`src/rtl/race_sequencer.sv`:
```
// ============================================================================
// race_sequencer
// ----------------------------------------------------------------------------
// Top-level game controller for the two-player race timer.
//   - Divides the system clock down to a one-cycle second tick.
//   - Runs a start countdown (CD_LEN .. 1) and pulses `go` when it expires.
//   - Gates the enable and clear of the external two-digit BCD elapsed-time
//     counter. That counter lives outside this block; only its digits come back
//     in, and only to detect the 99 s timeout.
//   - Decides which player finished first, and flags false starts (a press
//     during the countdown) and the 99 s timeout.
//
// Parameters
//   TICK_DIV    clock cycles per second tick (>= 2)
//   CD_LEN      countdown start value in seconds (1..9)
//
// Ports
//   clock       system clock
//   reset_n     asynchronous active-low reset
//   start       start request (level); acted on at its rising edge
//   abort       abort (level); returns the block to IDLE
//   p1_done     player 1 finish input; acted on at its rising edge
//   p2_done     player 2 finish input; acted on at its rising edge
//   time_ones   BCD ones digit of the elapsed-time counter
//   time_tens   BCD tens digit of the elapsed-time counter
//   counter_en  one-cycle increment enable to the elapsed-time counter
//   counter_clr one-cycle synchronous clear to the elapsed-time counter
//   sec_tick    one-cycle second pulse
//   cd_digit    countdown digit (BCD) for the HEX display
//   go          one-cycle pulse when the race starts
//   state       0=IDLE 1=COUNTDOWN 2=RUNNING 3=FINISHED
//   winner      0=none 1=P1 2=P2 3=tie
//   false_start a player pressed during the countdown
//   timeout     the race ended at 99 s
// ============================================================================
module race_sequencer #(
    parameter int TICK_DIV = 50000000,
    parameter int CD_LEN   = 3
) (
    input  logic       clock,
    input  logic       reset_n,
    input  logic       start,
    input  logic       abort,
    input  logic       p1_done,
    input  logic       p2_done,
    input  logic [3:0] time_ones,
    input  logic [3:0] time_tens,
    output logic       counter_en,
    output logic       counter_clr,
    output logic       sec_tick,
    output logic [3:0] cd_digit,
    output logic       go,
    output logic [1:0] state,
    output logic [1:0] winner,
    output logic       false_start,
    output logic       timeout
);

    typedef enum logic [1:0] {
        S_IDLE      = 2'd0,
        S_COUNTDOWN = 2'd1,
        S_RUNNING   = 2'd2,
        S_FINISHED  = 2'd3
    } state_e;

    typedef enum logic [1:0] {
        W_NONE = 2'd0,
        W_P1   = 2'd1,
        W_P2   = 2'd2,
        W_TIE  = 2'd3
    } winner_e;

    localparam int               DIV_W    = $clog2(TICK_DIV);
    localparam logic [DIV_W-1:0] DIV_LAST = DIV_W'(TICK_DIV - 1);
    localparam logic [3:0]       CD_START = 4'(CD_LEN);

    // ------------------------------------------------------------------
    // State and datapath registers
    // ------------------------------------------------------------------
    state_e           state_q, state_d;
    logic [DIV_W-1:0] div_cnt_q, div_cnt_d;
    logic [3:0]       cd_digit_q, cd_digit_d;
    winner_e          winner_q, winner_d;
    logic             false_start_q, false_start_d;
    logic             timeout_q, timeout_d;
    logic             go_q, go_d;
    logic             counter_clr_q, counter_clr_d;

    // Registered copies of the level inputs, used only for edge detection
    logic             start_q, p1_q, p2_q;

    // ------------------------------------------------------------------
    // Input decode
    // ------------------------------------------------------------------
    logic start_edge, p1_edge, p2_edge, any_player;
    logic timing_active, next_timing_active, tick, at_99;

    assign start_edge = start   & ~start_q;
    assign p1_edge    = p1_done & ~p1_q;
    assign p2_edge    = p2_done & ~p2_q;
    assign any_player = p1_edge | p2_edge;

    // The divider only runs while a countdown or race is in progress, so the
    // first tick lands a full second after the countdown begins.
    assign timing_active      = (state_q == S_COUNTDOWN) || (state_q == S_RUNNING);
    assign next_timing_active = (state_d == S_COUNTDOWN) || (state_d == S_RUNNING);
    assign tick               = timing_active && (div_cnt_q == DIV_LAST);
    assign at_99              = (time_tens == 4'd9) && (time_ones == 4'd9);

    // ------------------------------------------------------------------
    // Edge-detect registers
    // ------------------------------------------------------------------
    // NOTE: clocked state is always written with non-blocking assignments so
    // every register samples the values from before the edge, whatever order
    // the simulator evaluates the processes in.
    always_ff @(posedge clock or negedge reset_n) begin
        if (!reset_n) begin
            start_q <= 1'b0;
            p1_q    <= 1'b0;
            p2_q    <= 1'b0;
        end else begin
            start_q <= start;
            p1_q    <= p1_done;
            p2_q    <= p2_done;
        end
    end

    // ------------------------------------------------------------------
    // FSM process 1: state register
    // ------------------------------------------------------------------
    always_ff @(posedge clock or negedge reset_n) begin
        if (!reset_n) begin
            state_q <= S_IDLE;
        end else begin
            state_q <= state_d;
        end
    end

    // ------------------------------------------------------------------
    // FSM process 2: next-state logic
    // ------------------------------------------------------------------
    // NOTE: every signal driven from an always_comb gets a default on the
    // first line, so no path through the block can leave it unassigned and
    // infer a latch.
    always_comb begin
        state_d = state_q;
        if (abort) begin
            state_d = S_IDLE;
        end else begin
            case (state_q)
                S_IDLE: begin
                    if (start_edge) state_d = S_COUNTDOWN;
                end
                S_COUNTDOWN: begin
                    // A false start beats the final tick.
                    if (any_player)                          state_d = S_FINISHED;
                    else if (tick && (cd_digit_q == 4'd1))   state_d = S_RUNNING;
                end
                S_RUNNING: begin
                    if (any_player || (tick && at_99))       state_d = S_FINISHED;
                end
                S_FINISHED: begin
                    if (start_edge) state_d = S_COUNTDOWN;
                end
                default: state_d = S_IDLE;
            endcase
        end
    end

    // ------------------------------------------------------------------
    // Datapath next-state: divider, countdown digit, result flags, pulses
    // ------------------------------------------------------------------
    always_comb begin
        cd_digit_d    = cd_digit_q;
        winner_d      = winner_q;
        false_start_d = false_start_q;
        timeout_d     = timeout_q;
        go_d          = 1'b0;
        counter_clr_d = 1'b0;

        // The divider restarts from 0 on every entry into COUNTDOWN and keeps
        // running (wrapping) across the COUNTDOWN -> RUNNING hand-off, so the
        // seconds stay evenly spaced through the start of the race.
        if (abort || !timing_active || !next_timing_active) begin
            div_cnt_d = '0;
        end else if (div_cnt_q == DIV_LAST) begin
            div_cnt_d = '0;
        end else begin
            div_cnt_d = div_cnt_q + DIV_W'(1);
        end

        if (abort) begin
            cd_digit_d    = 4'd0;
            winner_d      = W_NONE;
            false_start_d = 1'b0;
            timeout_d     = 1'b0;
        end else begin
            case (state_q)
                S_IDLE, S_FINISHED: begin
                    if (start_edge) begin
                        cd_digit_d    = CD_START;
                        winner_d      = W_NONE;
                        false_start_d = 1'b0;
                        timeout_d     = 1'b0;
                        counter_clr_d = 1'b1;
                    end
                end
                S_COUNTDOWN: begin
                    if (any_player) begin
                        // The player who jumped the gun forfeits to the other.
                        false_start_d = 1'b1;
                        if (p1_edge && p2_edge) winner_d = W_NONE;
                        else if (p1_edge)       winner_d = W_P2;
                        else                    winner_d = W_P1;
                    end else if (tick) begin
                        cd_digit_d = cd_digit_q - 4'd1;
                        if (cd_digit_q == 4'd1) go_d = 1'b1;
                    end
                end
                S_RUNNING: begin
                    if (any_player) begin
                        // A finish in the timeout tick still counts as a finish.
                        if (p1_edge && p2_edge) winner_d = W_TIE;
                        else if (p1_edge)       winner_d = W_P1;
                        else                    winner_d = W_P2;
                    end else if (tick && at_99) begin
                        timeout_d = 1'b1;
                        winner_d  = W_NONE;
                    end
                end
                default: ;
            endcase
        end
    end

    always_ff @(posedge clock or negedge reset_n) begin
        if (!reset_n) begin
            div_cnt_q     <= '0;
            cd_digit_q    <= 4'd0;
            winner_q      <= W_NONE;
            false_start_q <= 1'b0;
            timeout_q     <= 1'b0;
            go_q          <= 1'b0;
            counter_clr_q <= 1'b0;
        end else begin
            div_cnt_q     <= div_cnt_d;
            cd_digit_q    <= cd_digit_d;
            winner_q      <= winner_d;
            false_start_q <= false_start_d;
            timeout_q     <= timeout_d;
            go_q          <= go_d;
            counter_clr_q <= counter_clr_d;
        end
    end

    // ------------------------------------------------------------------
    // FSM process 3: outputs
    // ------------------------------------------------------------------
    always_comb begin
        sec_tick    = tick;
        // The increment is withheld in the cycle a race ends so the external
        // counter freezes on the finishing time and never wraps past 99.
        counter_en  = (state_q == S_RUNNING) && tick && !any_player && !at_99 && !abort;
        counter_clr = counter_clr_q;
        go          = go_q;
        cd_digit    = cd_digit_q;
        state       = state_q;
        winner      = winner_q;
        false_start = false_start_q;
        timeout     = timeout_q;
    end

endmodule

```
`config.mk`:
```
export PLATFORM = sky130hd
export DESIGN_NAME = race_sequencer
export DESIGN_NICKNAME = d
export VERILOG_FILES = /design/src/rtl/race_sequencer.sv
export SDC_FILE = /design/constraint.sdc
export NUM_CORES = 1
export LEC_CHECK = 0
export BUFFER_PORTS_ARGS = -buffer_cell sky130_fd_sc_hd__buf_2
export CAP_MARGIN = 40
export CORE_MARGIN = 2
export CORE_UTILIZATION = 52
export CTS_BUF_LIST = sky130_fd_sc_hd__clkbuf_16
export CTS_CLUSTER_DIAMETER = 50
export DETAILED_ROUTE_END_ITERATION = 7
export GPL_TIMING_DRIVEN = 0
export HOLD_SLACK_MARGIN = 0.12
export PLACE_DENSITY = 0.75
export SLEW_MARGIN = 20
export SYNTH_ARGS = -nofsm -noshare
export SYNTH_HDL_FRONTEND = slang
export SYNTH_SLANG_ARGS = --single-unit
```
`constraint.sdc`:
```
create_clock -name clock -period 2.6 [get_ports clock]
set_input_delay 0.26 -clock clock [delete_from_list [all_inputs] [get_ports clock]]
set_output_delay 0.26 -clock clock [all_outputs]
set_load 0.05 [all_outputs]
```
* Yosys cells after proc, flatten, opt, wreduce, memory -nomap -nowiden
Cells that the tools add are included.
** Operators by class
- Reduce and logical (&&, ||, !) cells :: 27
- Mux-type cells :: 39
- Equal/unequal tests :: 16
- Bitwise logic cells :: 7
- Add/subtract/negate cells :: 2
** Operators with widths (count)
- $mux W26 :: 2
- $mux W2 :: 14
- $add A26 B1 Y26 const B :: 1
- $eq A26 B26 Y1 const B :: 1
- $mux W4 :: 4
- $ne A3 B3 Y1 const B :: 5
- $mux W1 :: 14
- $pmux W2 S3 :: 2
- $logic_and A1 B1 Y1 :: 9
- $eq A4 B4 Y1 const B :: 2
- $pmux W4 S2 :: 1
- $reduce_and A4 Y1 :: 2
- $eq A2 B2 Y1 const B :: 3
- $reduce_and A3 Y1 :: 2
- $reduce_bool A3 Y1 :: 2
- $logic_not A1 Y1 :: 5
- $logic_or A1 B1 Y1 :: 5
- $eq A2 B1 Y1 const B :: 2
- $eq A4 B1 Y1 const B :: 1
- $ne A4 B4 Y1 const B :: 1
- $pmux W1 S2 :: 2
- $sub A4 B1 Y4 const B :: 1
- $and A1 B1 Y1 :: 3
- $ne A3 B1 Y1 const B :: 1
- 4 further kinds :: 6
** Word-level totals
- Logic and storage cells :: 102
- Output and inout bits :: 14
- Bits of input ports :: 14
- Register bits :: 41

* Logic depth before layout (Yosys ltp)
Gate-level depths: netlist of the first run.
- Word-level depth :: 13
- Depth in mapped cells :: 9
- Depth with buffers taken out :: 8

* Worst setup path before layout of the first run
Ideal clock, no wire load.
- Path kind :: flip-flop to output port
- Start :: register state_q[0], in the netlist state[0]
- End :: output port counter_en
- Cell stages (with the launch flop) :: 7
- Required time :: 2.340 ns
- Buffers on the path :: 0
- Arrival time :: 3.083 ns
- Setup slack :: -0.743 ns
- Cells stage by stage :: dfrtp_1 -> inv_1 -> ha_1 -> and4b_1 -> nand4_4 -> or2_2 -> nor3_1
** On the way
- Cells in the longest elaborated chain, start to end :: 7
- Elaborated cells on any way between the ends :: 8
- Classes of those cells :: eq/ne: 2; reduce/logical: 6
** RTL lines
- start: declaration :: line 80 : state_e state_q, state_d;
- start signal: assignment :: line 135 : state_q <= state_d;
- $eq A2 B1 Y1 / $eq A2 B2 Y1 (equally long branches) :: line 105, 263
- $logic_or A1 B1 Y1 :: line 105 : assign timing_active = (state_q == S_COUNTDOWN) || (state_q == S_RUNNING);
- $logic_and A1 B1 Y1 :: line 107 : assign tick = timing_active && (div_cnt_q == DIV_LAST);
- $logic_and A1 B1 Y1 * (4 in a row) :: line 263 : counter_en = (state_q == S_RUNNING) && tick && !any_player && !at_99 && !abort;
- end: declaration :: line 48 : output logic counter_en,
Every way passes the cells marked *; elsewhere a longest branch is shown, timed or not.

* Worst setup path after layout of the first run
- Start :: register state_q[0], in the netlist state[0]
- End :: register div_cnt_q[5]
** On the way
- Cells in the longest elaborated chain, start to end :: 13
- Elaborated cells on any way between the ends :: 24
- Classes of those cells :: eq/ne: 5; mux: 7; reduce/logical: 12
** RTL lines
- $eq A2 B1 Y1 / $eq A2 B2 Y1 (equally long branches) :: line 105, 150
- $logic_or A1 B1 Y1 :: line 105
- $logic_and A1 B1 Y1 :: line 107
- $logic_and A1 B1 Y1 (on tied branches) :: line 157, 160
- $mux W2 / $logic_or A1 B1 Y1 (equally long branches) :: line 157, 160
- $mux W2 (on tied branches) :: line 156, 160
- $pmux W2 S3 :: line 150 : case (state_q)
- $mux W2 :: line 147 : if (abort) begin
- $eq A2 B1 Y1 / $eq A2 B2 Y1 (equally long branches) :: line 106 : assign next_timing_active = (state_d == S_COUNTDOWN) || (state_d == S_RUNNING);
- $logic_or A1 B1 Y1 :: line 106
- $logic_not A1 Y1 :: line 184 : if (abort || !timing_active || !next_timing_active) begin
- $logic_or A1 B1 Y1 * :: line 184
- $mux W26 * :: line 184
- via div_cnt_d[5] :: line 81 : logic [DIV_W-1:0] div_cnt_q, div_cnt_d;
- end signal: assignment :: line 246 : div_cnt_q <= div_cnt_d;
- end: declaration :: line 81
The timed path passes the listed nets; every way through them passes the cells marked *.
A chain may end at the register's enable or synchronous reset.

==> report_table.html, run 1 <==
<table>
<tr><th>Metric</th><th>Value</th></tr>
<tr><th colspan="2">Outcome</th></tr>
<tr><td>Outcome</td><td>finished, final reports clean</td></tr>
<tr><th colspan="2">Pwr</th></tr>
<tr><td>Peak ir drop on the vdd network</td><td>0.694 mV</td></tr>
<tr><td>Proportion of power drawn by combinational gates</td><td>44.7%</td></tr>
<tr><td>Internal power</td><td>1.40 mW</td></tr>
<tr><td>Part of the power in the clock network</td><td>24.3%</td></tr>
<tr><td>Power Density</td><td>807 nW/um2</td></tr>
<tr><td>Reported leakage power</td><td>1.24 nW</td></tr>
<tr><td>Net Sw Frac</td><td>41.2%</td></tr>
<tr><td>Switching power</td><td>0.978 mW</td></tr>
<tr><td>Register share of total power</td><td>31.0%</td></tr>
<tr><th colspan="2">Timing</th></tr>
<tr><td>Normalized max-slew margin</td><td>49.4%</td></tr>
<tr><td>Number of hold violations in the final report</td><td>0</td></tr>
<tr><td>Max Clock Freq</td><td>0.401 GHz</td></tr>
<tr><td>Hold slack</td><td>0.406 ns</td></tr>
<tr><td>Final Critical Period</td><td>2.49 ns</td></tr>
<tr><td>Pins over their slew limit</td><td>0</td></tr>
<tr><td># setup viols final</td><td>0</td></tr>
<tr><td>Post-route clock skew</td><td>0.00663 ns</td></tr>
<tr><td>Slew @ Worst Pin</td><td>0.753 ns</td></tr>
<tr><td>Final period utilization</td><td>95.8%</td></tr>
<tr><td>Unrepaired setup endpoints after global routing</td><td>yes</td></tr>
<tr><th colspan="2">Clock network</th></tr>
<tr><td>Clock buffers created by TritonCTS</td><td>5</td></tr>
<tr><td>Clock transition time at the flip-flop clock pins of the worst setup and hold paths</td><td>0.06 ns</td></tr>
<tr><td>H-tree Lvls</td><td>2</td></tr>
<tr><td>Latest clock arrival within the worst-skew pair</td><td>0.28 ns</td></tr>
<tr><td>CTS sink cnt</td><td>41</td></tr>
<tr><td>Clock Root Buffer</td><td>clkbuf_16</td></tr>
<tr><td>Clock tree from TritonCTS</td><td>built</td></tr>
<tr><td>Number of buffers on the longest clock path</td><td>2</td></tr>
<tr><th colspan="2">Logic synthesis</th></tr>
<tr><td>Sequential share of the synthesized area</td><td>42.1%</td></tr>
<tr><td>Mean post-synth cell area</td><td>10.1 um2</td></tr>
<tr><td>Cell area after technology mapping</td><td>2430 um2</td></tr>
<tr><td>Count of distinct cell types in the synthesized netlist</td><td>44</td></tr>
<tr><td>Total of warnings raised by yosys</td><td>0</td></tr>
<tr><td>Fraction of synthesis flops using an asynchronous set or reset pin</td><td>100%</td></tr>
<tr><td>Syn nets</td><td>261</td></tr>
<tr><td>Synthesis-stage register bit count</td><td>41</td></tr>
<tr><td>Number of flops mapped to enable cells by yosys</td><td>0</td></tr>
<tr><td>Post-synth top flop</td><td>dfrtp_1</td></tr>
<tr><td>Synth Instances</td><td>240</td></tr>
<tr><th colspan="2">Setup path</th></tr>
<tr><td>Critical path data arrival time</td><td>2.67 ns</td></tr>
<tr><td>Critical Path Sink Type</td><td>flop</td></tr>
<tr><td>Worst EP required</td><td>2.78 ns</td></tr>
<tr><td>Type of element launching the critical path</td><td>flop</td></tr>
<tr><td>WS Path Type</td><td>reg -&gt; reg</td></tr>
<tr><td>Chain of cells forming the critical path</td><td>inv_2, ha_4, and4b_1, nand4_4, o31a_1, o22ai_4, xor2_4, buf_4, nor4_2</td></tr>
<tr><td>Stages on worst setup path</td><td>9</td></tr>
<tr><td>Standard cell with the maximum stage delay on the critical path</td><td>dfrtp_2</td></tr>
<tr><td>Cell depth of the worst flop-to-flop path</td><td>9</td></tr>
<tr><td>Delay contributed by the slowest stage of the critical path</td><td>0.44 ns</td></tr>
<tr><td>Worst path top cell family by delay</td><td>simple AND/OR/NAND/NOR gates</td></tr>
<tr><td>CP Max Fanout</td><td>8</td></tr>
<tr><td>Count of buffering cells on the critical path with inverters included</td><td>2</td></tr>
<tr><th colspan="2">Route</th></tr>
<tr><td>Starting DRT DRC Count</td><td>80</td></tr>
<tr><td>Met2 WL post-DR</td><td>2480 um</td></tr>
<tr><td>Amount of wire on met3 after detailed routing</td><td>238 um</td></tr>
<tr><td>Overall routed net length</td><td>5260 um</td></tr>
<tr><td>Post-Route M1 WL</td><td>2470 um</td></tr>
<tr><td>Post-route ant nets</td><td>0</td></tr>
<tr><td>Highest Signal Layer</td><td>met4</td></tr>
<tr><td>Via-to-Cell Ratio</td><td>5.88</td></tr>
<tr><td>Detailed-route DRC error count</td><td>0</td></tr>
<tr><td>1st-pass router iterations</td><td>4</td></tr>
<tr><td>Total number of vias</td><td>1964</td></tr>
<tr><td>DR WL/cell</td><td>15.7 um</td></tr>
<tr><th colspan="2">Global route</th></tr>
<tr><td>Number of antenna violations at the first check in global routing</td><td>0</td></tr>
<tr><td>Global-route wire length before repair</td><td>8980 um</td></tr>
<tr><td>Number of global-route vias before repair</td><td>1935</td></tr>
<tr><td>Largest net degree at the start of global routing</td><td>23</td></tr>
<tr><td>Total routing usage reported by global routing</td><td>22.2%</td></tr>
<tr><td>Congestion Overflow GR</td><td>0</td></tr>
<tr><th colspan="2">Floorplanning</th></tr>
<tr><td>Boundary pin count</td><td>28</td></tr>
<tr><td>Initial cell density of the core</td><td>54.8%</td></tr>
<tr><td>Overall die area</td><td>5250 um2</td></tr>
<tr><td>Floorplan core area</td><td>4440 um2</td></tr>
<tr><td>Vertical extent of the die</td><td>72.4 um</td></tr>
<tr><td>Die width</td><td>72.4 um</td></tr>
<tr><td>Number of placement rows</td><td>24</td></tr>
<tr><th colspan="2">Final layout</th></tr>
<tr><td>Ant diodes</td><td>0</td></tr>
<tr><td>Number of cells in the finished layout apart from fillers</td><td>334</td></tr>
<tr><td>Commonest non-fill, non-tap cell in the layout</td><td>dfrtp_1</td></tr>
<tr><td>Most frequent cells in the layout</td><td>dfrtp_1, buf_2, nor2_1, nand2_1, nand3_1</td></tr>
<tr><td>Total Nets Final</td><td>303</td></tr>
<tr><td>Layout overhead on the synthesized area</td><td>20.9%</td></tr>
<tr><td>Ratio of cells with drive above 1 in the final layout</td><td>28.0%</td></tr>
<tr><td>Cell area after layout</td><td>2940 um2</td></tr>
<tr><th colspan="2">Min path</th></tr>
<tr><td>Cell count of the worst hold path</td><td>3</td></tr>
<tr><td>Path type of the worst min-delay path</td><td>in -&gt; reg</td></tr>
<tr><th colspan="2">Place</th></tr>
<tr><td>Routability congestion estimate from global placement</td><td>0.783</td></tr>
<tr><td>Count of placed standard cells including taps</td><td>320</td></tr>
<tr><td>Port Buffer Count</td><td>27</td></tr>
<tr><td>Dpl cell area</td><td>2690 um2</td></tr>
<tr><td>DP Wirelength</td><td>3640 um</td></tr>
<tr><th colspan="2">Flow run</th></tr>
<tr><td>Reported max-cap violation count</td><td>0</td></tr>
</table>
==> power groups by stage <==
stage	Combinational, mW	Sequential [mW]	Clock, mW
floorplan	0.609	0.860	0
global placement	0.919	0.744	0
detailed placement	0.932	0.745	0
CTS	1.02	0.736	0.590
global route	1.15	0.745	0.613
finish	1.06	0.736	0.576
==> worst min-delay path, delay by kind of cell <==
kind / cells / cell delay [ns]
AND/OR/NAND/NOR: 1 / 0.07
buffers and inverters: 1 / 0.10
AO/OA/AOI/OAI: 1 / 0.21
==> path summary, 6_finish.rpt <==
kind	start	endpoint	slack, ns
worst max-delay path	state[0]	div_cnt_q[5]	0.11
worst min-delay path	abort	cd_digit[2]	0.41
worst max register to register	state[0]	div_cnt_q[5]	0.11
worst min register to register	winner[1]	winner[1]	0.52
max in group asynchronous	reset_n	state[0]	1.63
min in group asynchronous	reset_n	div_cnt_q[15]	0.48
==> registers in the layout, summed over array words and instances, names as in the netlist <==
name	cells
div_cnt_q	26
cd_digit	4
state	2
winner	2
counter_clr	1
false_start	1
go	1
p1_q	1
p2_q	1
start_q	1
timeout	1
==> logic make-up after synthesis <==
family	synth area share, %
and+or+nand+nor	34.2
DFF	42.1
adders and majority gates	3.60
xor gates and xnor gates	9.30
muxes	0.411
AOI/OAI and AO/OA	6.63
buffers and inverters	3.75
==> Yosys cell counts, types with 8 or more instances <==
library cell  instances  area share, %
dfrtp_1              41             42
nor2_1               23            3.5
nand2_1              18            2.8
nand3_1              13            2.7
xnor2_1              12            4.3
xor2_1               12            4.3
nor3_2               11            4.5
nor4_2               11            5.7
a21oi_1               8            1.6
inv_1                 8            1.2
nor4_1                8            2.1
==> routing by layer <==
layer	GRT usage, %	vias to the layer above
met5	0	-
met4	7.41	0
met3	4.72	7
met2	35.7	48
met1	30.0	959
li1	-	950
==> per-stage QoR <==
| stage | util, % | total power, mW | setup WS [ns] | setup TNS, ns |
|---|---|---|---|---|
| 2_1_floorplan | - | 1.47 | 0.0439 | 0 |
| 3_3_place_gp | 59.9 | 1.66 | -0.0555 | -1.06 |
| 3_5_place_dp | 60.5 | 1.68 | -0.0816 | -1.56 |
| 4_1_cts | 65.1 | 2.35 | 0.0178 | 0 |
| 5_1_grt | 66.2 | 2.51 | -0.00657 | -0.0123 |
| 6_report | 66.2 | 2.38 | 0.109 | 0 |
==> area by class of cell <==
class / instances / area, um2
clock buffer: 5 / 125
inverter: 8 / 30.0
timing repair buffer: 35 / 234
clock inverter: 2 / 8.76
fill: 359 / 1500
buffer: 10 / 62.6
tap: 52 / 65.1
sequential: 41 / 1030
multi-input combinational: 181 / 1390
==> timing repair <==
item | CTS | global route
pin swaps | 1 | 6
setup buffers | 2 | 1
endpoints found under the setup margin | 22 | 26
hold buffers | 4 | 0
resized for setup | 3 | 10
hold endpoints to repair | 22 | 0
Note: power is estimated with default switching activity, not from simulation.
==> inputs of run 2 (changes only) <==
==> config.mk (replaced) <==
export PLATFORM = sky130hd
export DESIGN_NAME = race_sequencer
export DESIGN_NICKNAME = d
export VERILOG_FILES = /design/src/rtl/race_sequencer.sv
export SDC_FILE = /design/constraint.sdc
export NUM_CORES = 1
export LEC_CHECK = 0
export BUFFER_PORTS_ARGS = -buffer_cell sky130_fd_sc_hd__buf_2
export CAP_MARGIN = 40
export CORE_MARGIN = 4
export CORE_UTILIZATION = 55
export CTS_BUF_LIST = sky130_fd_sc_hd__clkbuf_8
export CTS_CLUSTER_DIAMETER = 50
export DETAILED_ROUTE_END_ITERATION = 7
export GPL_TIMING_DRIVEN = 0
export HOLD_SLACK_MARGIN = 0.12
export PLACE_DENSITY = 0.79
export SYNTH_ARGS = -nofsm -noshare
export SYNTH_HDL_FRONTEND = slang
export SYNTH_SLANG_ARGS = --single-unit
==> run 2 against run 1 <==
Sequential share of layout area grew 0.96 points. Critical path depth fell by 2. Hold slack worse by 0.033 ns. Cell area is 2.7% lower. Setup slack got worse by 0.027 ns. Critical endpoint is now counter_en. Largest power group unchanged.
==> report_table.html, run 2 (same netlist as run 1, synthesis figures left out) <==
<table>
<tr><th>Metric</th><th>Value</th></tr>
<tr><th colspan="2">Flow run</th></tr>
<tr><td>Reported max-cap violation count</td><td>0 (unchanged)</td></tr>
<tr><th colspan="2">Setup path</th></tr>
<tr><td>Standard cell with the maximum stage delay on the critical path</td><td>dfrtp_2</td></tr>
<tr><td>WS Path Type</td><td>reg -&gt; out</td></tr>
<tr><td>Reg2reg setup slack</td><td>0.09 ns (-0.02 ns)</td></tr>
<tr><td>Type of element launching the critical path</td><td>flop</td></tr>
<tr><td>Chain of cells forming the critical path</td><td>inv_2, ha_4, and4b_1, nand4_4, or2_2, nor3_4, buf_6</td></tr>
<tr><td>Worst setup path endpoint</td><td>counter_en</td></tr>
<tr><td>Critical path data arrival time</td><td>2.26 ns (-0.41 ns)</td></tr>
<tr><td>Critical path origin</td><td>state[0]</td></tr>
<tr><td>Delay contributed by the slowest stage of the critical path</td><td>0.45 ns (about the same)</td></tr>
<tr><td>Critical Path Sink Type</td><td>output pin</td></tr>
<tr><td>Worst r2r dst</td><td>div_cnt_q[7]</td></tr>
<tr><td>Startpoint of the most critical register-to-register path</td><td>state[0]</td></tr>
<tr><td>CP Max Fanout</td><td>8 (unchanged)</td></tr>
<tr><td>Cell depth of the worst flop-to-flop path</td><td>9 (unchanged)</td></tr>
<tr><td>Worst EP required</td><td>2.34 ns (-0.44 ns)</td></tr>
<tr><th colspan="2">Global route</th></tr>
<tr><td>Congestion Overflow GR</td><td>0 (unchanged)</td></tr>
<tr><td>Global-route wire length before repair</td><td>8970 um (about the same)</td></tr>
<tr><td>Largest net degree at the start of global routing</td><td>22 (-4.3%)</td></tr>
<tr><td>Total routing usage reported by global routing</td><td>20.9% (-1.3 points)</td></tr>
<tr><td>Number of global-route vias before repair</td><td>1976 (+2.1%)</td></tr>
<tr><td>Number of antenna violations at the first check in global routing</td><td>0 (unchanged)</td></tr>
<tr><th colspan="2">Clock network</th></tr>
<tr><td>Clock Root Buffer</td><td>clkbuf_8</td></tr>
<tr><td>Clock buffers created by TritonCTS</td><td>5 (unchanged)</td></tr>
<tr><td>Clock transition time at the flip-flop clock pins of the worst setup and hold paths</td><td>0.07 ns (about the same)</td></tr>
<tr><td>CTS sink cnt</td><td>41 (unchanged)</td></tr>
<tr><td>Number of buffers on the longest clock path</td><td>2 (unchanged)</td></tr>
<tr><td>H-tree Lvls</td><td>2 (unchanged)</td></tr>
<tr><td>Clock tree from TritonCTS</td><td>built</td></tr>
<tr><td>Latest clock arrival within the worst-skew pair</td><td>0.29 ns (about the same)</td></tr>
<tr><th colspan="2">Route</th></tr>
<tr><td>DR WL/cell</td><td>15.7 um (-0.32%)</td></tr>
<tr><td>Post-route ant nets</td><td>0 (unchanged)</td></tr>
<tr><td>Detailed-route DRC error count</td><td>0 (unchanged)</td></tr>
<tr><td>Via-to-Cell Ratio</td><td>5.87 (-0.22%)</td></tr>
<tr><td>Total number of vias</td><td>1948 (-0.81%)</td></tr>
<tr><td>Overall routed net length</td><td>5210 um (-0.91%)</td></tr>
<tr><td>1st-pass router iterations</td><td>4 (unchanged)</td></tr>
<tr><td>Starting DRT DRC Count</td><td>94 (+18%)</td></tr>
<tr><th colspan="2">Pwr</th></tr>
<tr><td>Power Density</td><td>760 nW/um2 (-5.9%)</td></tr>
<tr><td>Peak ir drop on the vdd network</td><td>0.759 mV (+9.3%)</td></tr>
<tr><td>Switching power</td><td>0.948 mW (-3.1%)</td></tr>
<tr><td>Reported leakage power</td><td>1.21 nW (-2.5%)</td></tr>
<tr><td>Part of the power in the clock network</td><td>18.2% (-6.1 points)</td></tr>
<tr><td>Net Sw Frac</td><td>43.6% (+2.4 points)</td></tr>
<tr><td>Register share of total power</td><td>33.7% (+2.7 points)</td></tr>
<tr><td>Internal power</td><td>1.23 mW (-12%)</td></tr>
<tr><td>Proportion of power drawn by combinational gates</td><td>48.1% (+3.4 points)</td></tr>
<tr><td>Total power consumption of the routed design</td><td>2.18 mW (-8.4%)</td></tr>
<tr><th colspan="2">Timing</th></tr>
<tr><td>Slew @ Worst Pin</td><td>0.745 ns (-0.00768 ns)</td></tr>
<tr><td>Worst setup slack after layout</td><td>0.0814 ns (-0.0272 ns)</td></tr>
<tr><td>Final Critical Period</td><td>2.52 ns (+0.0272 ns)</td></tr>
<tr><td>Pins over their slew limit</td><td>0 (unchanged)</td></tr>
<tr><td>Post-route clock skew</td><td>0.00418 ns (-0.00245 ns)</td></tr>
<tr><td>Unrepaired setup endpoints after global routing</td><td>no</td></tr>
<tr><td>Final period utilization</td><td>96.9% (+1.0 points)</td></tr>
<tr><td>Max Clock Freq</td><td>0.397 GHz (-1.1%)</td></tr>
<tr><td>Normalized max-slew margin</td><td>49.9% (+0.52 points)</td></tr>
<tr><td># setup viols final</td><td>0 (unchanged)</td></tr>
<tr><td>Number of hold violations in the final report</td><td>0 (unchanged)</td></tr>
<tr><th colspan="2">Min path</th></tr>
<tr><td>Hold_sp</td><td>abort</td></tr>
<tr><td>Path type of the worst min-delay path</td><td>in -&gt; reg</td></tr>
<tr><th colspan="2">Floorplanning</th></tr>
<tr><td>Boundary pin count</td><td>28 (unchanged)</td></tr>
<tr><td>Number of placement rows</td><td>23 (-4.2%)</td></tr>
<tr><td>Die width</td><td>74.5 um (+2.9%)</td></tr>
<tr><td>Initial cell density of the core</td><td>58.8% (+4.0 points)</td></tr>
<tr><td>Overall die area</td><td>5560 um2 (+5.9%)</td></tr>
<tr><td>Floorplan core area</td><td>4140 um2 (-6.8%)</td></tr>
<tr><td>Vertical extent of the die</td><td>74.5 um (+2.9%)</td></tr>
<tr><th colspan="2">Final layout</th></tr>
<tr><td>Commonest non-fill, non-tap cell in the layout</td><td>dfrtp_1</td></tr>
<tr><td>Utilization after layout</td><td>69.1% (+2.9 points)</td></tr>
<tr><td>Max reg flops</td><td>26 (unchanged)</td></tr>
<tr><td>Ant diodes</td><td>0 (unchanged)</td></tr>
<tr><td>Fillcell total</td><td>350 (-2.5%)</td></tr>
<tr><td>Layout overhead on the synthesized area</td><td>17.6%</td></tr>
<tr><td>Total Nets Final</td><td>302 (-0.33%)</td></tr>
<tr><td>Sequential cell area</td><td>1030 um2 (unchanged)</td></tr>
<tr><td>Ratio of cells with drive above 1 in the final layout</td><td>27.0% (-1.1 points)</td></tr>
<tr><td>Register with the highest flop count</td><td>div_cnt_q</td></tr>
<tr><td>Most frequent cells in the layout</td><td>dfrtp_1, buf_2, nor2_1, nand2_1, nand3_1</td></tr>
<tr><td>Area used by multi-input combinational logic</td><td>1380 um2 (-0.99%)</td></tr>
<tr><th colspan="2">Place</th></tr>
<tr><td>Routability congestion estimate from global placement</td><td>0.800 (+2.1%)</td></tr>
<tr><td>DP Wirelength</td><td>3820 um (+4.7%)</td></tr>
<tr><td>Worst Setup Slack post-DPL</td><td>-0.0704 ns (+0.0112 ns)</td></tr>
<tr><td>Port Buffer Count</td><td>27 (unchanged)</td></tr>
<tr><th colspan="2">Outcome</th></tr>
<tr><td>Outcome</td><td>finished, final reports clean</td></tr>
</table>
[run 2: cell types whose count changed in the layout (fill, tap and decap cells not counted), sizes merged]
cell    previous run  this run
clkbuf            11        10
clkinv             1         2
[run 2: final cells by class]
type	instances	area share, %
buffer	10	2.14
clock buffer	5	2.40
clock inverter	3	0.481
inverter	8	1.05
multi-input combinational	181	48.0
sequential	41	35.9
tap	50	2.18
timing repair buffer	34	7.82
[run 2: worst min-delay path by stage]
stage,endpoint,depth (start not counted)
finish,state[1],3
global route,state[1],3
CTS,state[1],3
detailed placement,div_cnt_q[15],1
global placement,start_q,1
floorplan,cd_digit[0],0
[run 2: per-layer routing]
| layer | vias up | track usage, % | wire [um] |
|---|---|---|---|
| met5 | - | 0 | 0 |
| met1 | 951 | 27.9 | 2380 |
| li1 | 948 | - | - |
| met3 | 6 | 3.51 | 193 |
| met2 | 43 | 34.6 | 2600 |
| met4 | 0 | 6.72 | 41 |
[run 2: through the flow]
stage,setup TNS [ns],cells,instance area (um2),hold slack [ns]
after floorplan,0,240,2460,-0.0356
after global placement,-0.744,317,2660,0.392
after detailed placement,-1.25,318,2690,0.261
after CTS,0,332,2840,0.362
after global routing,0,332,2860,0.372
final,0,332,2860,0.372
[run 2: worst max-delay path: cells and delay by family, from the launching register on]
kind / cells / cell delay (ns)
DFF: 1 / 0.45
adders and majority gates: 1 / 0.24
and+or+nand+nor: 4 / 0.99
buffers and inverters: 2 / 0.29
[run 2: repair_timing]
item                       in CTS  in global routing
gates cloned                    0                  0
hold buffers                    4                  0
setup endpoints to repair      21                 27
hold endpoints to repair       23                  0
pin swaps                       0                  0
setup buffers                   2                  0
gates resized for setup         2                  5
[run 2: power by group through the flow]
| stage | logic [mW] | clock network, mW | registers (mW) |
|---|---|---|---|
| CTS | 1.03 | 0.406 | 0.733 |
| floorplan | 0.609 | 0 | 0.860 |
| detailed placement | 0.938 | 0 | 0.744 |
| global placement | 0.921 | 0 | 0.744 |
| global route | 1.13 | 0.433 | 0.741 |
| finish | 1.05 | 0.396 | 0.734 |
==> inputs of run 3 (changes only) <==
--- a/config.mk
+++ b/config.mk
@@ -5,6 +5,7 @@
 export SDC_FILE = /design/constraint.sdc
 export NUM_CORES = 1
 export LEC_CHECK = 0
+export ABC_AREA = 1
 export BUFFER_PORTS_ARGS = -buffer_cell sky130_fd_sc_hd__buf_2
 export CAP_MARGIN = 40
 export CORE_MARGIN = 4
@@ -14,7 +15,7 @@
 export DETAILED_ROUTE_END_ITERATION = 7
 export GPL_TIMING_DRIVEN = 0
 export HOLD_SLACK_MARGIN = 0.12
-export PLACE_DENSITY = 0.79
+export PLACE_DENSITY = 0.78
 export SYNTH_ARGS = -nofsm -noshare
 export SYNTH_HDL_FRONTEND = slang
 export SYNTH_SLANG_ARGS = --single-unit
==> run 3 against run 2 <==
Sequential power is 2.7% higher. Clock skew increased by 0.0051 ns. Via count up 23%. Hold slack improved by 0.056 ns. Power is 5.8% lower. Synthesized cell count is 43% higher. Cell count rose by 35%. Setup slack better by 0.042 ns. Maximum frequency grew 1.7%. Wire length up 14%. Largest cell class unchanged.
==> report_table.html, run 3 <==
<table>
<tr><th>Metric</th><th>Value</th></tr>
<tr><th colspan="2">Outcome</th></tr>
<tr><td>Outcome</td><td>finished, final reports clean</td></tr>
<tr><th colspan="2">Floorplanning</th></tr>
<tr><td>Number of placement rows</td><td>25 (+8.7%)</td></tr>
<tr><td>Floorplan core area</td><td>4790 um2 (+15%)</td></tr>
<tr><td>Vertical extent of the die</td><td>78.9 um (+5.9%)</td></tr>
<tr><td>Overall die area</td><td>6230 um2 (+12%)</td></tr>
<tr><td>Initial cell density of the core</td><td>57.8% (-0.98 points)</td></tr>
<tr><td>Die width</td><td>78.9 um (+5.9%)</td></tr>
<tr><td>Boundary pin count</td><td>28 (unchanged)</td></tr>
<tr><th colspan="2">Final layout</th></tr>
<tr><td>Most frequent cells in the layout</td><td>nand2_1, inv_1, dfrtp_1, nor2_1, buf_2</td></tr>
<tr><td>Register with the highest flop count</td><td>div_cnt_q</td></tr>
<tr><td>Ratio of cells with drive above 1 in the final layout</td><td>24.4% (-2.5 points)</td></tr>
<tr><td>Commonest non-fill, non-tap cell in the layout</td><td>nand2_1</td></tr>
<tr><td>Total Nets Final</td><td>401 (+33%)</td></tr>
<tr><td>Ant diodes</td><td>0 (unchanged)</td></tr>
<tr><td>Max reg flops</td><td>26 (unchanged)</td></tr>
<tr><td>Layout overhead on the synthesized area</td><td>13.8%</td></tr>
<tr><th colspan="2">Global route</th></tr>
<tr><td>Global-route wire length before repair</td><td>10500 um (+18%)</td></tr>
<tr><td>Congestion Overflow GR</td><td>0 (unchanged)</td></tr>
<tr><td>Number of antenna violations at the first check in global routing</td><td>0 (unchanged)</td></tr>
<tr><td>Total routing usage reported by global routing</td><td>21.1% (+0.19 points)</td></tr>
<tr><td>Number of global-route vias before repair</td><td>2382 (+21%)</td></tr>
<tr><td>Largest net degree at the start of global routing</td><td>22 (unchanged)</td></tr>
<tr><th colspan="2">Logic synthesis</th></tr>
<tr><td>Top-area cell type share of the netlist area</td><td>37.1% (-5.0 points)</td></tr>
<tr><td>Mean post-synth cell area</td><td>8.09 um2 (-20%)</td></tr>
<tr><td>Total of warnings raised by yosys</td><td>0 (unchanged)</td></tr>
<tr><td>Cell with the most instances after synthesis</td><td>nand2_1</td></tr>
<tr><td>Syn nets</td><td>363 (+39%)</td></tr>
<tr><td>Share of synthesized cell area in full adder, half adder and majority cells</td><td>3.17% (-0.43 points)</td></tr>
<tr><td>Synthesis-stage register bit count</td><td>41 (unchanged)</td></tr>
<tr><td>Cell area after technology mapping</td><td>2770 um2 (+14%)</td></tr>
<tr><td>Commonest cells in the synthesized netlist</td><td>nand2_1, inv_1, dfrtp_1</td></tr>
<tr><td>Cell accounting for the most synthesized area</td><td>dfrtp_1</td></tr>
<tr><td>Fraction of synthesis flops using an asynchronous set or reset pin</td><td>100% (unchanged)</td></tr>
<tr><td>Synth Area in XOR/XNOR</td><td>2.85% (-6.5 points)</td></tr>
<tr><td>Simple logic cell fraction of the synthesized area</td><td>42.1% (+8.0 points)</td></tr>
<tr><td>Portion of netlist area occupied by mux cells</td><td>0% (-0.41 points)</td></tr>
<tr><td>Count of distinct cell types in the synthesized netlist</td><td>38 (-14%)</td></tr>
<tr><td>Number of flops mapped to enable cells by yosys</td><td>0 (unchanged)</td></tr>
<tr><td>Largest family of logic cells by synthesized area</td><td>simple AND/OR/NAND/NOR gates</td></tr>
<tr><td>Synth Instances</td><td>342 (+43%)</td></tr>
<tr><td>Sequential share of the synthesized area</td><td>37.1% (-5.0 points)</td></tr>
<tr><td>Post-synth top flop</td><td>dfrtp_1</td></tr>
<tr><td>Synthesized-area fraction occupied by ao, oa, aoi and oai cells</td><td>6.38% (-0.25 points)</td></tr>
<tr><td>Cells taking the most area after synthesis</td><td>dfrtp_1, nor2_4, nand2_1</td></tr>
<tr><th colspan="2">Min path</th></tr>
<tr><td>Path type of the worst min-delay path</td><td>in -&gt; reg</td></tr>
<tr><td>Hold EP</td><td>counter_clr</td></tr>
<tr><td>Hold_sp</td><td>abort</td></tr>
<tr><td>Cell count of the worst hold path</td><td>2 (-1)</td></tr>
<tr><th colspan="2">Timing</th></tr>
<tr><td>Slew @ Worst Pin</td><td>0.525 ns (-0.220 ns)</td></tr>
<tr><td># setup viols final</td><td>0 (unchanged)</td></tr>
<tr><td>Final TNS setup</td><td>0 ns (unchanged)</td></tr>
<tr><td>Unrepaired setup endpoints after global routing</td><td>no</td></tr>
<tr><td>Final Critical Period</td><td>2.48 ns (-0.0423 ns)</td></tr>
<tr><td>Worst setup slack after layout</td><td>0.124 ns (+0.0423 ns)</td></tr>
<tr><td>Final period utilization</td><td>95.2% (-1.6 points)</td></tr>
<tr><td>Max Clock Freq</td><td>0.404 GHz (+1.7%)</td></tr>
<tr><td>Normalized max-slew margin</td><td>65.0% (+15 points)</td></tr>
<tr><td>Number of hold violations in the final report</td><td>0 (unchanged)</td></tr>
<tr><td>Pins over their slew limit</td><td>0 (unchanged)</td></tr>
<tr><td>Post-route clock skew</td><td>0.00924 ns (+0.00506 ns)</td></tr>
<tr><th colspan="2">Setup path</th></tr>
<tr><td>WS Path Type</td><td>reg -&gt; out</td></tr>
<tr><td>Type of element launching the critical path</td><td>flop</td></tr>
<tr><td>Cell depth of the worst flop-to-flop path</td><td>11 (+2)</td></tr>
<tr><td>CP Max Fanout</td><td>5 (-3)</td></tr>
<tr><td>Count of buffering cells on the critical path with inverters included</td><td>1 (-1)</td></tr>
<tr><td>Startpoint of the most critical register-to-register path</td><td>state[0]</td></tr>
<tr><td>Worst r2r dst</td><td>div_cnt_q[16]</td></tr>
<tr><td>Standard cell with the maximum stage delay on the critical path</td><td>dfrtp_1</td></tr>
<tr><td>Delay contributed by the slowest stage of the critical path</td><td>0.42 ns (-0.03 ns)</td></tr>
<tr><td>Critical Path Sink Type</td><td>output pin</td></tr>
<tr><td>Worst path top cell family by delay</td><td>simple AND/OR/NAND/NOR gates</td></tr>
<tr><td>Worst EP required</td><td>2.34 ns (about the same)</td></tr>
<tr><td>Chain of cells forming the critical path</td><td>ha_1, nand3_4, nor4b_2, nand4_1, nor2_2, and3_1, clkbuf_4</td></tr>
<tr><td>Reg2reg setup slack</td><td>0.41 ns (+0.32 ns)</td></tr>
<tr><td>Critical path data arrival time</td><td>2.22 ns (-0.04 ns)</td></tr>
<tr><th colspan="2">Pwr</th></tr>
<tr><td>Power Density</td><td>652 nW/um2 (-14%)</td></tr>
<tr><td>Total power consumption of the routed design</td><td>2.05 mW (-5.8%)</td></tr>
<tr><td>Reported leakage power</td><td>1.36 nW (+13%)</td></tr>
<tr><td>Peak ir drop on the vdd network</td><td>0.665 mV (-12%)</td></tr>
<tr><th colspan="2">Route</th></tr>
<tr><td>Total number of vias</td><td>2392 (+23%)</td></tr>
<tr><td>Starting DRT DRC Count</td><td>164 (+74%)</td></tr>
<tr><td>1st-pass router iterations</td><td>7 (+3)</td></tr>
<tr><td>Overall routed net length</td><td>5940 um (+14%)</td></tr>
<tr><td>Detailed-route DRC error count</td><td>0 (unchanged)</td></tr>
<tr><td>DR WL/cell</td><td>13.3 um (-16%)</td></tr>
<tr><td>Post-route ant nets</td><td>0 (unchanged)</td></tr>
<tr><td>Via-to-Cell Ratio</td><td>5.34 (-9.0%)</td></tr>
<tr><th colspan="2">Flow run</th></tr>
<tr><td>Reported max-cap violation count</td><td>0 (unchanged)</td></tr>
<tr><th colspan="2">Clock network</th></tr>
<tr><td>Latest clock arrival within the worst-skew pair</td><td>0.30 ns (about the same)</td></tr>
<tr><td>Count of buffers added by post-CTS timing repair for setup</td><td>0 (-2)</td></tr>
<tr><td>Clock tree from TritonCTS</td><td>built</td></tr>
<tr><td>Clock Root Buffer</td><td>clkbuf_8</td></tr>
<tr><td>H-tree Lvls</td><td>2 (unchanged)</td></tr>
<tr><td>Number of buffers on the longest clock path</td><td>2 (unchanged)</td></tr>
<tr><td>Clock buffers created by TritonCTS</td><td>5 (unchanged)</td></tr>
<tr><td>CTS sink cnt</td><td>41 (unchanged)</td></tr>
<tr><td>Clock transition time at the flip-flop clock pins of the worst setup and hold paths</td><td>0.08 ns (about the same)</td></tr>
<tr><th colspan="2">Place</th></tr>
<tr><td>Port Buffer Count</td><td>26 (-3.7%)</td></tr>
<tr><td>Worst Setup Slack post-DPL</td><td>0.413 ns (+0.484 ns)</td></tr>
<tr><td>Routability congestion estimate from global placement</td><td>0.935 (+17%)</td></tr>
<tr><td>DP Wirelength</td><td>4610 um (+21%)</td></tr>
</table>
## run 3: worst max-delay path by stage
stage,start,end,slack (ns),cells after the start
global placement,div_cnt_q[0],counter_en,0.39,7
global route,div_cnt_q[0],counter_en,0.02,7
finish,div_cnt_q[0],counter_en,0.12,7
detailed placement,div_cnt_q[0],counter_en,0.41,7
floorplan,state[0],counter_en,0.08,4
CTS,div_cnt_q[0],counter_en,0.05,7
## run 3: cell type report
| type | instances | area [um2] |
|---|---|---|
| Buffer | 5 | 58.8 |
| Clock buffer | 5 | 68.8 |
| Clock inverter | 3 | 18.8 |
| Fill cell | 418 | 1640 |
| Inverter | 46 | 173 |
| Multi-Input combinational cell | 250 | 1520 |
| Sequential cell | 41 | 1030 |
| Tap cell | 67 | 83.8 |
| Timing Repair Buffer | 31 | 200 |
## run 3: per-layer routing
layer | routed length, um | up-vias | track usage (%)
met5 | 0 | - | 0
met4 | 172 | 0 | 8.76
met3 | 294 | 18 | 5.78
met2 | 2900 | 92 | 34.6
met1 | 2570 | 1104 | 26.1
li1 | - | 1178 | -
## run 3: cell families (layout without fill, tap and decap cells)
| kind of cell | after synthesis | in the layout |
|---|---|---|
| compound gates | 30 | 30 |
| xor+xnor | 9 | 9 |
| fa+ha+maj | 7 | 7 |
| buf+inv | 51 | 90 |
| flops | 41 | 41 |
| simple gates | 204 | 204 |
## run 3: stage by stage
step / hold WS [ns] / std cells / instance area (um2) / util (%)
after global routing: 0.432 / 448 / 3150 / 65.7
after CTS: 0.372 / 448 / 3140 / 65.5
final: 0.428 / 448 / 3150 / 65.7
after floorplan: -0.0356 / 342 / 2770 / -
after global placement: 0.383 / 435 / 2980 / 62.3
after detailed placement: 0.263 / 436 / 3010 / 62.9
## run 3: power breakdown
| group | leakage, nW | switching [mW] | total, mW | internal [mW] |
|---|---|---|---|---|
| sequential | 0.559 | 0.0546 | 0.754 | 0.699 |
| combinational | 0.762 | 0.636 | 0.883 | 0.247 |
| clock | 0.0416 | 0.228 | 0.414 | 0.185 |
| total | 1.36 | 0.919 | 2.05 | 1.13 |
## run 3: repair_timing
item	CTS	global route
endpoints found under the hold margin	23	0
setup endpoints to repair	0	1
hold buffers	4	0
resized for setup	0	2
